File: src/rtl/uart_pkg.sv
// Shared types and helpers for the UART receiver.
package uart_pkg;

    typedef enum logic [2:0] {
        IDLE,
        START,
        DATA,
        PARITY,
        STOP,
        WAIT_IDLE
    } state_t;

    // Rounded-to-nearest number of clk cycles per line bit.
    function automatic int clks_per_bit(input int clock_rate, input int baud_rate);
        return (clock_rate + baud_rate / 2) / baud_rate;
    endfunction

endpackage

File: src/rtl/uart_sync.sv
// Two-flop synchronizer for the asynchronous serial line; resets to the idle level (1).
module uart_sync (
    input  logic clk,
    input  logic rst_n,
    input  logic d,
    output logic q
);

    logic q_p0;

    always_ff @(posedge clk or negedge rst_n) begin
        if (!rst_n) begin
            q_p0 <= 1'b1;
            q    <= 1'b1;
        end else begin
            q_p0 <= d;
            q    <= q_p0;
        end
    end

endmodule

File: src/rtl/uart_rx.sv
// UART receiver with mid-bit sampling, framing check and glitch rejection.
// Optional even parity is compiled in with `define UART_RX_PARITY_EN.
module uart_rx
    import uart_pkg::*;
#(
    parameter int DATA_WIDTH = 8,
    parameter int BAUD_RATE  = 9600,
    parameter int CLOCK_RATE = 100_000
) (
    input  logic                  clk,
    input  logic                  rst_n,
    input  logic                  rx,
    output logic [DATA_WIDTH-1:0] data,
    output logic                  valid,
    output logic                  frame_err,
    output logic                  parity_err
);

    localparam int CPB   = clks_per_bit(CLOCK_RATE, BAUD_RATE);
    localparam int HALF  = CPB / 2;
    localparam int CNT_W = $clog2(CPB + 1);
    localparam int BIT_W = $clog2(DATA_WIDTH + 1);

    state_t                state, state_nxt;
    logic [CNT_W-1:0]      cnt, cnt_nxt;
    logic [BIT_W-1:0]      bit_cnt, bit_cnt_nxt;
    logic [DATA_WIDTH-1:0] shreg, shreg_nxt;
    logic [DATA_WIDTH-1:0] data_nxt;
    logic                  valid_nxt, ferr_nxt;
    logic                  rx_s, rx_d;
    logic                  bit_end;

    uart_sync u_sync (
        .clk   (clk),
        .rst_n (rst_n),
        .d     (rx),
        .q     (rx_s)
    );

    assign bit_end = (cnt == CNT_W'(CPB - 1));

`ifdef UART_RX_PARITY_EN
    logic par_bit, par_nxt, perr_nxt, par_bad;

    // Even parity: data bits plus parity bit must hold an even number of ones.
    assign par_bad = ^{shreg, par_bit};

    always_ff @(posedge clk or negedge rst_n) begin
        if (!rst_n) begin
            par_bit    <= 1'b0;
            parity_err <= 1'b0;
        end else begin
            par_bit    <= par_nxt;
            parity_err <= perr_nxt;
        end
    end
`else
    assign parity_err = 1'b0;
`endif

    always_ff @(posedge clk or negedge rst_n) begin
        if (!rst_n) begin
            state     <= IDLE;
            cnt       <= '0;
            bit_cnt   <= '0;
            shreg     <= '0;
            data      <= '0;
            valid     <= 1'b0;
            frame_err <= 1'b0;
            rx_d      <= 1'b1;
        end else begin
            state     <= state_nxt;
            cnt       <= cnt_nxt;
            bit_cnt   <= bit_cnt_nxt;
            shreg     <= shreg_nxt;
            data      <= data_nxt;
            valid     <= valid_nxt;
            frame_err <= ferr_nxt;
            rx_d      <= rx_s;
        end
    end

    always_comb begin
        state_nxt   = state;
        cnt_nxt     = cnt;
        bit_cnt_nxt = bit_cnt;
        shreg_nxt   = shreg;
        data_nxt    = data;
        valid_nxt   = 1'b0;
        ferr_nxt    = 1'b0;
`ifdef UART_RX_PARITY_EN
        par_nxt     = par_bit;
        perr_nxt    = 1'b0;
`endif
        case (state)
            IDLE: begin
                if (rx_d && !rx_s) begin
                    state_nxt   = START;
                    cnt_nxt     = '0;
                    bit_cnt_nxt = '0;
                end
            end
            // Re-check the line at mid start bit so short glitches are dropped.
            START: begin
                if (cnt == CNT_W'(HALF - 1)) begin
                    cnt_nxt   = '0;
                    state_nxt = rx_s ? IDLE : DATA;
                end else begin
                    cnt_nxt = cnt + 1'b1;
                end
            end
            DATA: begin
                if (bit_end) begin
                    cnt_nxt     = '0;
                    shreg_nxt   = {rx_s, shreg[DATA_WIDTH-1:1]};
                    bit_cnt_nxt = bit_cnt + 1'b1;
                    if (bit_cnt == BIT_W'(DATA_WIDTH - 1)) begin
`ifdef UART_RX_PARITY_EN
                        state_nxt = PARITY;
`else
                        state_nxt = STOP;
`endif
                    end
                end else begin
                    cnt_nxt = cnt + 1'b1;
                end
            end
`ifdef UART_RX_PARITY_EN
            PARITY: begin
                if (bit_end) begin
                    cnt_nxt   = '0;
                    par_nxt   = rx_s;
                    state_nxt = STOP;
                end else begin
                    cnt_nxt = cnt + 1'b1;
                end
            end
`endif
            STOP: begin
                if (bit_end) begin
                    cnt_nxt = '0;
`ifdef UART_RX_PARITY_EN
                    perr_nxt = par_bad;
`endif
                    if (rx_s) begin
                        state_nxt = IDLE;
`ifdef UART_RX_PARITY_EN
                        if (!par_bad) begin
                            data_nxt  = shreg;
                            valid_nxt = 1'b1;
                        end
`else
                        data_nxt  = shreg;
                        valid_nxt = 1'b1;
`endif
                    end else begin
                        ferr_nxt  = 1'b1;
                        state_nxt = WAIT_IDLE;
                    end
                end else begin
                    cnt_nxt = cnt + 1'b1;
                end
            end
            // Line held low (break): wait for idle before hunting for a start edge.
            WAIT_IDLE: begin
                if (rx_s) begin
                    state_nxt = IDLE;
                end
            end
            default: state_nxt = IDLE;
        endcase
    end

endmodule

File: config.mk
export PLATFORM = sky130hd
export DESIGN_NAME = uart_rx
export DESIGN_NICKNAME = d
export VERILOG_FILES = /design/src/rtl/uart_pkg.sv /design/src/rtl/uart_sync.sv /design/src/rtl/uart_rx.sv
export SDC_FILE = /design/constraint.sdc
export NUM_CORES = 1
export LEC_CHECK = 0
export BUFFER_PORTS_ARGS = -buffer_cell sky130_fd_sc_hd__buf_2
export CORE_UTILIZATION = 42
export CTS_CLUSTER_DIAMETER = 100
export DETAILED_ROUTE_END_ITERATION = 8
export GPL_TIMING_DRIVEN = 0
export PLACE_DENSITY_LB_ADDON = 0.1
export SLEW_MARGIN = 20
export SYNTH_ARGS = -nofsm -noshare
export SYNTH_HDL_FRONTEND = slang
export SYNTH_SLANG_ARGS = --single-unit
File: constraint.sdc
create_clock -name clk -period 1.9 [get_ports clk]
set_input_delay 0.38 -clock clk [delete_from_list [all_inputs] [get_ports clk]]
set_output_delay 0.38 -clock clk [all_outputs]
set_load 0.005 [all_outputs]
Yosys cells after proc, flatten, opt, wreduce, memory -nomap -nowiden
Index checks and enable logic that the tools add are counted.

operators by class
  add/subtract/negate cells = 2
  equality and inequality tests = 13
  muxes and demuxes = 21
  reductions and logical operators = 11

operators by type and width
  kind                 count
  $mux 3               7
  $mux 4               4
  $pmux 3 s5           1
  $pmux 4 s3           1
  $ne 2x2->1 const B   5
  $add 4x1->4 const B  2
  $eq 4x3->1 const B   2
  $pmux 4 s2           1
  $eq 3x3->1 const B   2
  $mux 1               6
  $reduce_and 3->1     2
  $reduce_and 6->1     1
  $eq 4x4->1 const B   1
  $reduce_and 2->1     2
  $eq 3x1->1 const B   1
  $eq 3x2->1 const B   1
  $logic_not 3->1      1
  $reduce_bool 3->1    1
  $mux 2               1
  $ne 2x1->1 const B   1
  $reduce_bool 2->1    1
  $reduce_or 2->1      1
  $logic_and 1x1->1    1
  $logic_not 1->1      1

storage, ports and cells
  register bits after elaboration = 32
  output and inout port bits = 11
  logic and storage cells = 57

Longest topological paths before layout
Gate-level depths: netlist (run 1).

  depth after elaboration = 4
  depth in mapped cells = 8
  depth with buffers taken out = 6

Modules after synthesis
A second synthesis (run 1) with hierarchy kept.

second synthesis, totals
  cells, all modules = 132
  area, all modules = 1,486.4 µm²

modules (own cells, without submodules)
  module     instances  cells an instance  area each (µm²)  sequential area each (µm²)
  uart_rx    1          130                1,433.9          752.0
  uart_sync  1          2                  52.6             52.6

Least setup slack after synthesis (run 1)
OpenSTA, ideal clock, no wires.

  path type = reg2reg
  from = register cnt[1]
  to = register shreg[1]
  library setup time = 127 ps
  arrival = 1,461 ps
  required time = 1,773 ps
  slack = 312 ps
  stages on the path, launching flop included = 8
  buffers on the path = 2
  clock period less this slack = 1,588 ps
  path through = dfrtp_1 -> inv_1 -> ha_1 -> and3b_1 -> buf_6 -> and2_1 -> buf_6 -> mux2_1

on the way
  longest elaborated chain between the ends = 2

RTL lines
  element                            RTL line       source
  start: declaration                 uart_rx.sv:25  logic [CNT_W-1:0] cnt, cnt_nxt;
  start signal: assignment           uart_rx.sv:73  cnt <= cnt_nxt;
  $eq 4x4->1                         uart_rx.sv:40  assign bit_end = (cnt == CNT_W'(CPB - 1));
  $reduce_and 2->1 (no source line)  -
  end signal: assignment             uart_rx.sv:75  shreg <= shreg_nxt;
  end: declaration                   uart_rx.sv:27  logic [DATA_WIDTH-1:0] shreg, shreg_nxt;

Every way passes these cells.
A chain may end at the register's enable or synchronous reset.

Worst setup path after layout (run 1)
  from = register cnt[1]
  to = register shreg[5]

Same word-level chain as after synthesis.

==> results.py, run 1 <==
metrics = {
    "cells_and_area": {
        "final_common_cell": "dfrtp_1",
        "seq_area_um2": 804.5,
        "areaGrowthSynthToFinish_pct": 13.15,
        "insertedDiodeCount": 0,
        "layout.nets": 138,
        "finalNonFillerCells": 178,
        "fillers": 334,
        "fin_util": 0.4963,
        "fin_area_mm2": 0.001669,
        "layout-drive-gt1-share": 0.3333,
        "final_cell_mix": "dfrtp_1, buf_2, mux2_2",
        "multi_input_area_um2": 601.8,
    },
    "pwr": {
        "intPower_mw": 1.233,
        "finalPower_mw": 1.747,
        "p_clk_frac": 0.283,
        "switching_share": 0.2944,
        "pwr-share-seq": 0.447,
        "p_switching_mw": 0.5145,
        "power.leakage_nw": 0.8658,
        "vdd_ir_drop_max_mv": 0.4437,
        "power-per-cell-area_mw_per_mm2": 1047,
        "combPwrFrac": 0.270,
    },
    "drt": {
        "wl_per_cell_um": 12.32,
        "drt-pass1-iter-count": 3,
        "vias_per_cell": 4.949,
        "first_iter_violations": 17,
        "wl_mm": 2.193,
        "remaining_drc_errors": 0,
        "drtAntennaViolNets": 0,
        "dr_total_vias": 881,
    },
    "timing": {
        "hold_ws_ps": 81.03,
        "rsz0062_at_grt": "false",
        "slew_headroom": 0.5527,
        "setup_tns_ps": 0,
        "post-route-period-util": 0.9021,
        "finalClockSkew_ps": 8.146,
        "finalHoldViolations": 0,
        "slew_violations": 0,
        "worst_slew_pin_slew_ps": 671.0,
        "fmax_mhz": 583.4,
        "setup_violations": 0,
        "min_period_ps": 1714,
        "setup_ws_ps": 186.0,
    },
    "place": {
        "dp.final_hpwl_mm": 1.557,
        "placed_area_mm2": 0.001593,
        "io_buffers": 12,
        "place_inst": 170,
        "dp_slack_ps": 177.8,
        "gp_congestion": 0.7767,
    },
    "synthesis": {
        "synth_edf_count": 0,
        "ys_warn_count": 0,
        "yosysUniqueCellTypes": 38,
        "yosysSeqAreaShare": 0.5454,
        "synth_area_per_cell_um2": 13.17,
        "async_reset_ff_frac": 1.000,
        "ys.flop_type": "dfrtp_1",
        "ys_ff_latch": 32,
        "synthCells": 112,
        "syn_area_mm2": 0.001475,
        "synthesis.nets": 119,
    },
    "worst_hold_path": {
        "hp-class": "in -> async",
    },
    "critical_path": {
        "crit_required_ps": 2110,
        "crit_path_end_kind": "flop",
        "path_buf_inv": 3,
        "endpoint": "shreg[5]$_DFFE_PN0P_",
        "cp_max_fo": 10,
        "start_kind": "flop",
        "critPathKind": "reg -> reg",
        "crit_family": "flip-flops",
        "r2r-start": "cnt[1]$_DFFE_PN0P_",
        "reg2reg_depth": 7,
        "crit_cells": 7,
        "crit_path_max_incr_delay_ps": 420,
        "reg2reg_to": "shreg[5]$_DFFE_PN0P_",
        "reg2reg_slack_ps": 190,
        "crit_arrival_ps": 1930,
        "cp_common_cell": "buf_6",
        "startpoint": "cnt[1]$_DFFE_PN0P_",
        "slowest_stage": "dfrtp_1",
        "crit_chain": "inv_1 -> ha_1 -> and3b_1 -> buf_6 -> and2_1 -> buf_6 -> mux2_1",
    },
    "clock_network": {
        "insertion_delay_ps": 320,
        "cts-hold-fix-buffers": 0,
        "clk_path_buf_depth": 2,
        "cts_buffers": 5,
        "clock-root-buffer": "clkbuf_4",
        "ctsResizeCount": 0,
        "cts_sinks": 32,
        "clk_pin_slew_ps": 100,
        "post-cts-setup-buffers": 0,
        "h-tree-depth": 2,
        "cts_tree": "done",
    },
    "floorplanning": {
        "start_util": 0.4386,
        "die_w_um": 61.27,
        "core_area_mm2": 0.003363,
        "rows": 21,
        "die_h_um": 61.27,
        "io_pins": 14,
        "die_area_mm2": 0.003753,
    },
    "grt": {
        "grt_usage": 0.1376,
        "grt_pass1_vias": 801,
        "grt_pass1_wl_mm": 3.594,
        "grt_max_degree": 33,
        "antenna_found_initial": 0,
        "grt_overflow": 0,
    },
    "flow_run": {
        "maxCapViolCount": 0,
    },
    "status": {
        "status": "finished, final reports clean",
    },
}
## final cells by class
| class | instances | area share |
|---|---|---|
| buffer | 6 | 0.03223 |
| clock buffer | 6 | 0.02474 |
| tap | 46 | 0.03448 |
| multi-input combinational | 70 | 0.3606 |
| clock inverter | 2 | 0.02099 |
| sequential | 32 | 0.4820 |
| timing repair buffer | 12 | 0.03598 |
| inverter | 4 | 0.008996 |
## worst reg2reg max path, cell delays in order, from the launching register on
cell	delay, ps
dfrtp_1	420
inv_1	90
ha_1	140
and3b_1	170
buf_6	130
and2_1	170
buf_6	160
mux2_1	330
## metal layers
layer	global-route usage	vias to the layer above	routed length [um]
met2	0.2034	10	1044
met4	0.08766	0	51
li1	-	427	-
met1	0.1780	439	1027
met3	0.03782	5	71
met5	0	-	0
## synth_stat cells, types with 2 or more instances
| cell type | instances | area (um^2) |
|---|---|---|
| nor2_1 | 4 | 15.01 |
| mux2_2 | 10 | 112.6 |
| o21ai_0 | 4 | 20.02 |
| mux2_1 | 8 | 90.09 |
| xnor2_1 | 2 | 17.52 |
| dfrtp_1 | 29 | 725.7 |
| buf_6 | 3 | 33.78 |
| inv_1 | 4 | 15.01 |
| nand3_1 | 3 | 15.01 |
| a22o_1 | 3 | 26.28 |
| dfstp_2 | 3 | 78.83 |
| ha_1 | 4 | 50.05 |
| nand2_1 | 4 | 15.01 |
| and3b_1 | 2 | 17.52 |
| nor2b_1 | 3 | 18.77 |
| buf_4 | 2 | 15.01 |
| nand2b_1 | 2 | 12.51 |
| a21oi_1 | 2 | 10.01 |
## state kept, by name, summed over array words and instances, names as in the netlist, 3 cells and up
name and cells:
cnt 4, shreg 8, state 3, bit_cnt 4
data 8
## worst min path at each step
| stage | start | to | depth (start not counted) |
|---|---|---|---|
| after global routing | rst_n | bit_cnt[1]$_DFFE_PN0P_ | 1 |
| after detailed placement | u_sync.q_p0$_DFF_PN1_ | u_sync.q$_DFF_PN1_ | 0 |
| after floorplan | rst_n | bit_cnt[0]$_DFFE_PN0P_ | 0 |
| final | rst_n | bit_cnt[2]$_DFFE_PN0P_ | 1 |
| after CTS | rst_n | data[2]$_DFFE_PN0P_ | 1 |
| after global placement | u_sync.q_p0$_DFF_PN1_ | u_sync.q$_DFF_PN1_ | 0 |
## kinds of logic after synthesis
logic type | Yosys count | share of synthesized area
compound gates | 16 | 0.08567
xor+xnor | 3 | 0.01781
fa+ha+maj | 5 | 0.04071
buf+inv | 10 | 0.04664
flops | 32 | 0.5454
mux | 19 | 0.1442
other cells | 1 | 0.002542
simple gates | 26 | 0.1170
## power by group through the flow
stage / combinational, mW / sequential (mW) / clock (mW)
after floorplan: 0.393 / 0.785 / 0
after global placement: 0.471 / 0.792 / 0
after detailed placement: 0.474 / 0.795 / 0
after CTS: 0.477 / 0.782 / 0.514
after global routing: 0.526 / 0.789 / 0.552
final: 0.471 / 0.781 / 0.495
(Power assumes the default switching activity.)
==> inputs of run 2 (changes only) <==
Settings changed: CORE_ASPECT_RATIO set to 0.8, GPL_TIMING_DRIVEN 0 to unset, SLEW_MARGIN 20 to unset.
==> run 2 against run 1 <==
  * Global-route usage increased by 0.97 points
  * Critical path type unchanged
  * Sequential power increased by 5.6%
  * Largest power group unchanged
  * Non-clock buffer count decreased by 1
  * Fmax decreased by 3.5%
  * Die area about the same
  * Routed wire length increased by 1.0%
  * Clock power increased by 25%
  * Utilization increased by 2.4 points
  * First-iteration DRC count increased to 2.6 times the previous value
  * Setup slack got worse by 61 ps
  * Flip-flop and latch count unchanged
  * Largest cell class unchanged
==> results.py, run 2 (same netlist as run 1, synthesis figures left out) <==
metrics = {
    "drt": {
        "drtAntennaViolNets": 0,
        "drt-pass1-iter-count": 4,
        "dr_total_vias": 860,
        "wl_per_cell_um": 12.95,
        "first_iter_violations": 45,
        "vias_per_cell": 5.029,
        "wl_mm": 2.215,
        "remaining_drc_errors": 0,
    },
    "cells_and_area": {
        "finalNonFillerCells": 171,
        "seq_area_um2": 804.5,
        "multi_input_area_um2": 601.8,
        "largestRegisters": "data (8), shreg (8)",
        "fillers": 274,
        "fin_util": 0.5206,
        "final_common_cell": "dfrtp_1",
        "layout.nets": 137,
        "areaGrowthSynthToFinish_pct": 13.66,
        "final_cell_mix": "dfrtp_1, buf_2, mux2_2",
        "layout-drive-gt1-share": 0.3282,
        "insertedDiodeCount": 0,
    },
    "clock_network": {
        "cts_sinks": 32,
        "clk_path_buf_depth": 2,
        "cts_tree": "done",
        "insertion_delay_ps": 280,
        "clk_pin_slew_ps": 60,
        "clock-root-buffer": "clkbuf_8",
        "cts_buffers": 5,
        "post-cts-setup-buffers": 0,
        "ctsResizeCount": 0,
        "h-tree-depth": 2,
        "cts-hold-fix-buffers": 0,
    },
    "critical_path": {
        "crit_chain": "inv_1 -> ha_1 -> and3b_1 -> and2_1 -> buf_4 -> mux2_1",
        "slowest_stage": "dfrtp_1",
        "crit_path_max_incr_delay_ps": 410,
        "crit_family": "simple AND/OR/NAND/NOR gates",
        "path_buf_inv": 2,
        "crit_required_ps": 2060,
        "crit_arrival_ps": 1930,
        "crit_path_end_kind": "flop",
        "cp_max_fo": 11,
        "start_kind": "flop",
        "critPathKind": "reg -> reg",
    },
    "timing": {
        "setup_tns_ps": 0,
        "finalClockSkew_ps": 5.286,
        "post-route-period-util": 0.9344,
        "fmax_mhz": 563.3,
        "worst_slew_pin_slew_ps": 687.9,
        "rsz0062_at_grt": "false",
        "min_period_ps": 1775,
        "finalHoldViolations": 0,
        "slew_headroom": 0.5414,
        "setup_violations": 0,
        "hold_ws_ps": 143.8,
        "slew_violations": 0,
    },
    "grt": {
        "antenna_found_initial": 0,
        "grt_pass1_wl_mm": 3.788,
        "grt_overflow": 0,
        "grt_pass1_vias": 859,
        "grt_usage": 0.1473,
        "grt_max_degree": 33,
    },
    "pwr": {
        "vdd_ir_drop_max_mv": 0.7488,
        "finalPower_mw": 1.886,
        "power.leakage_nw": 0.8708,
        "power-per-cell-area_mw_per_mm2": 1125,
    },
    "floorplanning": {
        "io_pins": 14,
        "die_w_um": 68.26,
        "start_util": 0.4580,
        "core_area_mm2": 0.003221,
        "rows": 18,
        "die_area_mm2": 0.003755,
        "die_h_um": 55.01,
    },
    "place": {
        "place_inst": 163,
        "gp_congestion": 0.7146,
        "dp.final_hpwl_mm": 1.567,
        "io_buffers": 12,
    },
    "worst_hold_path": {
        "hp-class": "in -> async",
    },
    "flow_run": {
        "maxCapViolCount": 0,
    },
    "status": {
        "status": "finished, final reports clean",
    },
}
run 2: cell types whose count changed in the layout (fill, tap and decap cells not counted), sizes merged:
cell,delta
buf,-1
run 2: area by class of cell:
cell class	instances	area share
Timing Repair Buffer	17	0.05821
Clock buffer	6	0.04328
Multi-Input combinational cell	70	0.3590
Clock inverter	2	0.02090
Tap cell	40	0.02985
Inverter	4	0.008955
Sequential cell	32	0.4799
run 2: through the flow:
| stage | instance area (um^2) | setup slack, ps |
|---|---|---|
| after floorplan | 1475 | 311.5 |
| after global placement | 1569 | 144.7 |
| after detailed placement | 1569 | 129.6 |
| after CTS | 1677 | 108.7 |
| after global routing | 1677 | 39.81 |
| final | 1677 | 124.6 |
run 2: worst paths after layout:
kind                                            start               endpoint  slack (ps)  cells past startpoint
worst max-delay path               cnt[1]$_DFFE_PN0P_   shreg[5]$_DFFE_PN0P_         120                      6
worst min-delay path                            rst_n    data[0]$_DFFE_PN0P_         140                      1
worst max register to register     cnt[1]$_DFFE_PN0P_   shreg[5]$_DFFE_PN0P_         120                      6
worst min register to register  u_sync.q_p0$_DFF_PN1_     u_sync.q$_DFF_PN1_         360                      0
max in group asynchronous                       rst_n   shreg[5]$_DFFE_PN0P_        1320                      1
min in group clk                                   rx  u_sync.q_p0$_DFF_PN1_         200                      1
run 2: where the power goes:
| group | internal (mW) | switching, mW | total (mW) |
|---|---|---|---|
| clock | 0.389 | 0.231 | 0.619 |
| sequential | 0.740 | 0.0843 | 0.825 |
| combinational | 0.223 | 0.219 | 0.443 |
run 2: per-layer routing:
layer / part of all wire / vias up / GRT usage
met2: 0.43 / 12 / 0.2157
met5: 0 / - / 0
li1: - / 427 / -
met3: 0.036 / 5 / 0.05533
met4: 0.013 / 0 / 0.08333
met1: 0.53 / 416 / 0.1873
==> inputs of run 3 (changes only) <==
Settings changed: CORE_MARGIN set to 4.
==> run 3 against run 2 <==
  * Critical path depth increased by 1
  * Global-route usage about the same
  * Largest cell class unchanged
  * Power shrank 6.5%
  * Non-clock buffer count is 1 lower
  * Final area shrank 1.9%
==> results.py, run 3 (same netlist as run 1, synthesis figures left out) <==
metrics = {
    "status": {
        "status": "finished, final reports clean",
    },
    "grt": {
        "antenna_found_initial": 0,
        "grt_usage": 0.1478,
        "grt_pass1_vias": 939,
        "grt_pass1_wl_mm": 4.629,
        "grt_overflow": 0,
        "grt_max_degree": 33,
    },
    "cells_and_area": {
        "largestRegisters": "data (8), shreg (8)",
        "layout.nets": 136,
        "multi_input_area_um2": 604.3,
        "final_common_cell": "dfrtp_1",
        "areaGrowthSynthToFinish_pct": 11.54,
        "fillers": 291,
        "layout-drive-gt1-share": 0.3231,
        "final_cell_mix": "dfrtp_1, buf_2, mux2_2",
        "fin_util": 0.5109,
        "seq_area_um2": 804.5,
        "insertedDiodeCount": 0,
    },
    "clock_network": {
        "insertion_delay_ps": 280,
        "clk_path_buf_depth": 2,
        "clock-root-buffer": "clkbuf_8",
        "cts_tree": "done",
        "h-tree-depth": 2,
        "clk_pin_slew_ps": 70,
        "cts_sinks": 32,
        "cts_buffers": 5,
    },
    "timing": {
        "finalClockSkew_ps": 6.136,
        "worst_slew_pin_slew_ps": 698.0,
        "slew_headroom": 0.5346,
        "post-route-period-util": 0.9266,
        "min_period_ps": 1760,
        "finalHoldViolations": 0,
        "fmax_mhz": 568.0,
        "setup_tns_ps": 0,
        "setup_violations": 0,
        "slew_violations": 0,
        "rsz0062_at_grt": "false",
    },
    "pwr": {
        "intPower_mw": 1.202,
        "p_clk_frac": 0.285,
        "p_switching_mw": 0.5622,
        "pwr-share-seq": 0.471,
        "power.leakage_nw": 0.8528,
        "vdd_ir_drop_max_mv": 0.5514,
        "switching_share": 0.3186,
        "combPwrFrac": 0.245,
        "power-per-cell-area_mw_per_mm2": 1072,
    },
    "floorplanning": {
        "rows": 18,
        "io_pins": 14,
        "core_area_mm2": 0.003221,
        "die_area_mm2": 0.004530,
        "start_util": 0.4580,
        "die_w_um": 74.26,
        "die_h_um": 61.01,
    },
    "critical_path": {
        "crit_arrival_ps": 1920,
        "critPathKind": "reg -> reg",
        "crit_path_end_kind": "flop",
        "start_kind": "flop",
        "cp_max_fo": 4,
        "crit_required_ps": 2060,
    },
    "drt": {
        "drtAntennaViolNets": 0,
        "first_iter_violations": 48,
        "wl_mm": 2.625,
        "remaining_drc_errors": 0,
        "wl_per_cell_um": 15.44,
        "drt-pass1-iter-count": 4,
        "vias_per_cell": 5.200,
        "dr_total_vias": 884,
    },
    "place": {
        "io_buffers": 12,
        "gp_congestion": 0.7159,
        "dp.final_hpwl_mm": 1.765,
    },
    "flow_run": {
        "maxCapViolCount": 0,
    },
    "worst_hold_path": {
        "hp-class": "in -> async",
    },
}
-- run 3: routing by layer --
| layer | share of wire | vias to the layer above | routed length, um | global-route usage |
|---|---|---|---|---|
| li1 | - | 422 | - | - |
| met1 | 0.49 | 442 | 1279 | 0.1861 |
| met2 | 0.44 | 13 | 1152 | 0.2134 |
| met3 | 0.038 | 7 | 100 | 0.04967 |
| met4 | 0.035 | 0 | 92 | 0.1066 |
| met5 | 0 | - | 0 | 0 |
-- run 3: per-stage QoR --
step                      hold slack (ps)  setup WS [ps]  total power, mW  instances  instance area, um^2
after floorplan                     84.41          311.5            1.178        112                 1475
after global placement              346.8          233.0            1.248        162                 1562
after detailed placement            348.7          187.8            1.265        162                 1562
after CTS                           158.9          138.7            1.778        170                 1643
after global routing                182.2          26.00            1.869        170                 1645
final                               140.0          139.5            1.765        170                 1645
-- run 3: final timing paths --
kind / from / endpoint / slack, ps / cells past startpoint
worst max-delay path: cnt[1]$_DFFE_PN0P_ / state[2]$_DFFE_PN0P_ / 140 / 7
min in group clk: rx / u_sync.q_p0$_DFF_PN1_ / 190 / 1
worst max register to register: cnt[1]$_DFFE_PN0P_ / state[2]$_DFFE_PN0P_ / 140 / 7
worst min-delay path: rst_n / shreg[2]$_DFFE_PN0P_ / 140 / 1
max in group asynchronous: rst_n / cnt[1]$_DFFE_PN0P_ / 1310 / 1
worst min register to register: u_sync.q_p0$_DFF_PN1_ / u_sync.q$_DFF_PN1_ / 360 / 0
-- run 3: layout make-up --
type / instances / share of cell area
Sequential cell: 32 / 0.4890
Multi-Input combinational cell: 70 / 0.3673
Timing Repair Buffer: 16 / 0.05475
Clock buffer: 7 / 0.04639
Tap cell: 40 / 0.03042
Inverter: 4 / 0.009125
Clock inverter: 1 / 0.003042
-- run 3: critical path, stage by stage, from the launching register on --
cell      delay (ps)
dfrtp_1          380
inv_1             80
ha_1             170
and3b_1          240
buf_4            170
nor3_1           280
nand2b_2         220
o21ai_0           90
-- run 3: power groups by stage --
| stage | Clock, mW | Sequential (mW) | Combinational, mW |
|---|---|---|---|
| 5_1_grt | 0.542 | 0.841 | 0.487 |
| 3_3_place_gp | 0 | 0.837 | 0.411 |
| 4_1_cts | 0.519 | 0.827 | 0.431 |
| 3_5_place_dp | 0 | 0.840 | 0.425 |
| 2_1_floorplan | 0 | 0.785 | 0.393 |
| 6_report | 0.502 | 0.830 | 0.432 |
-- run 3: timing repair --
item | in CTS | in global routing
hold buffers | 0 | 0
endpoints found under the setup margin | 0 | 1
setup buffers | 0 | 0
resized for setup | 0 | 1
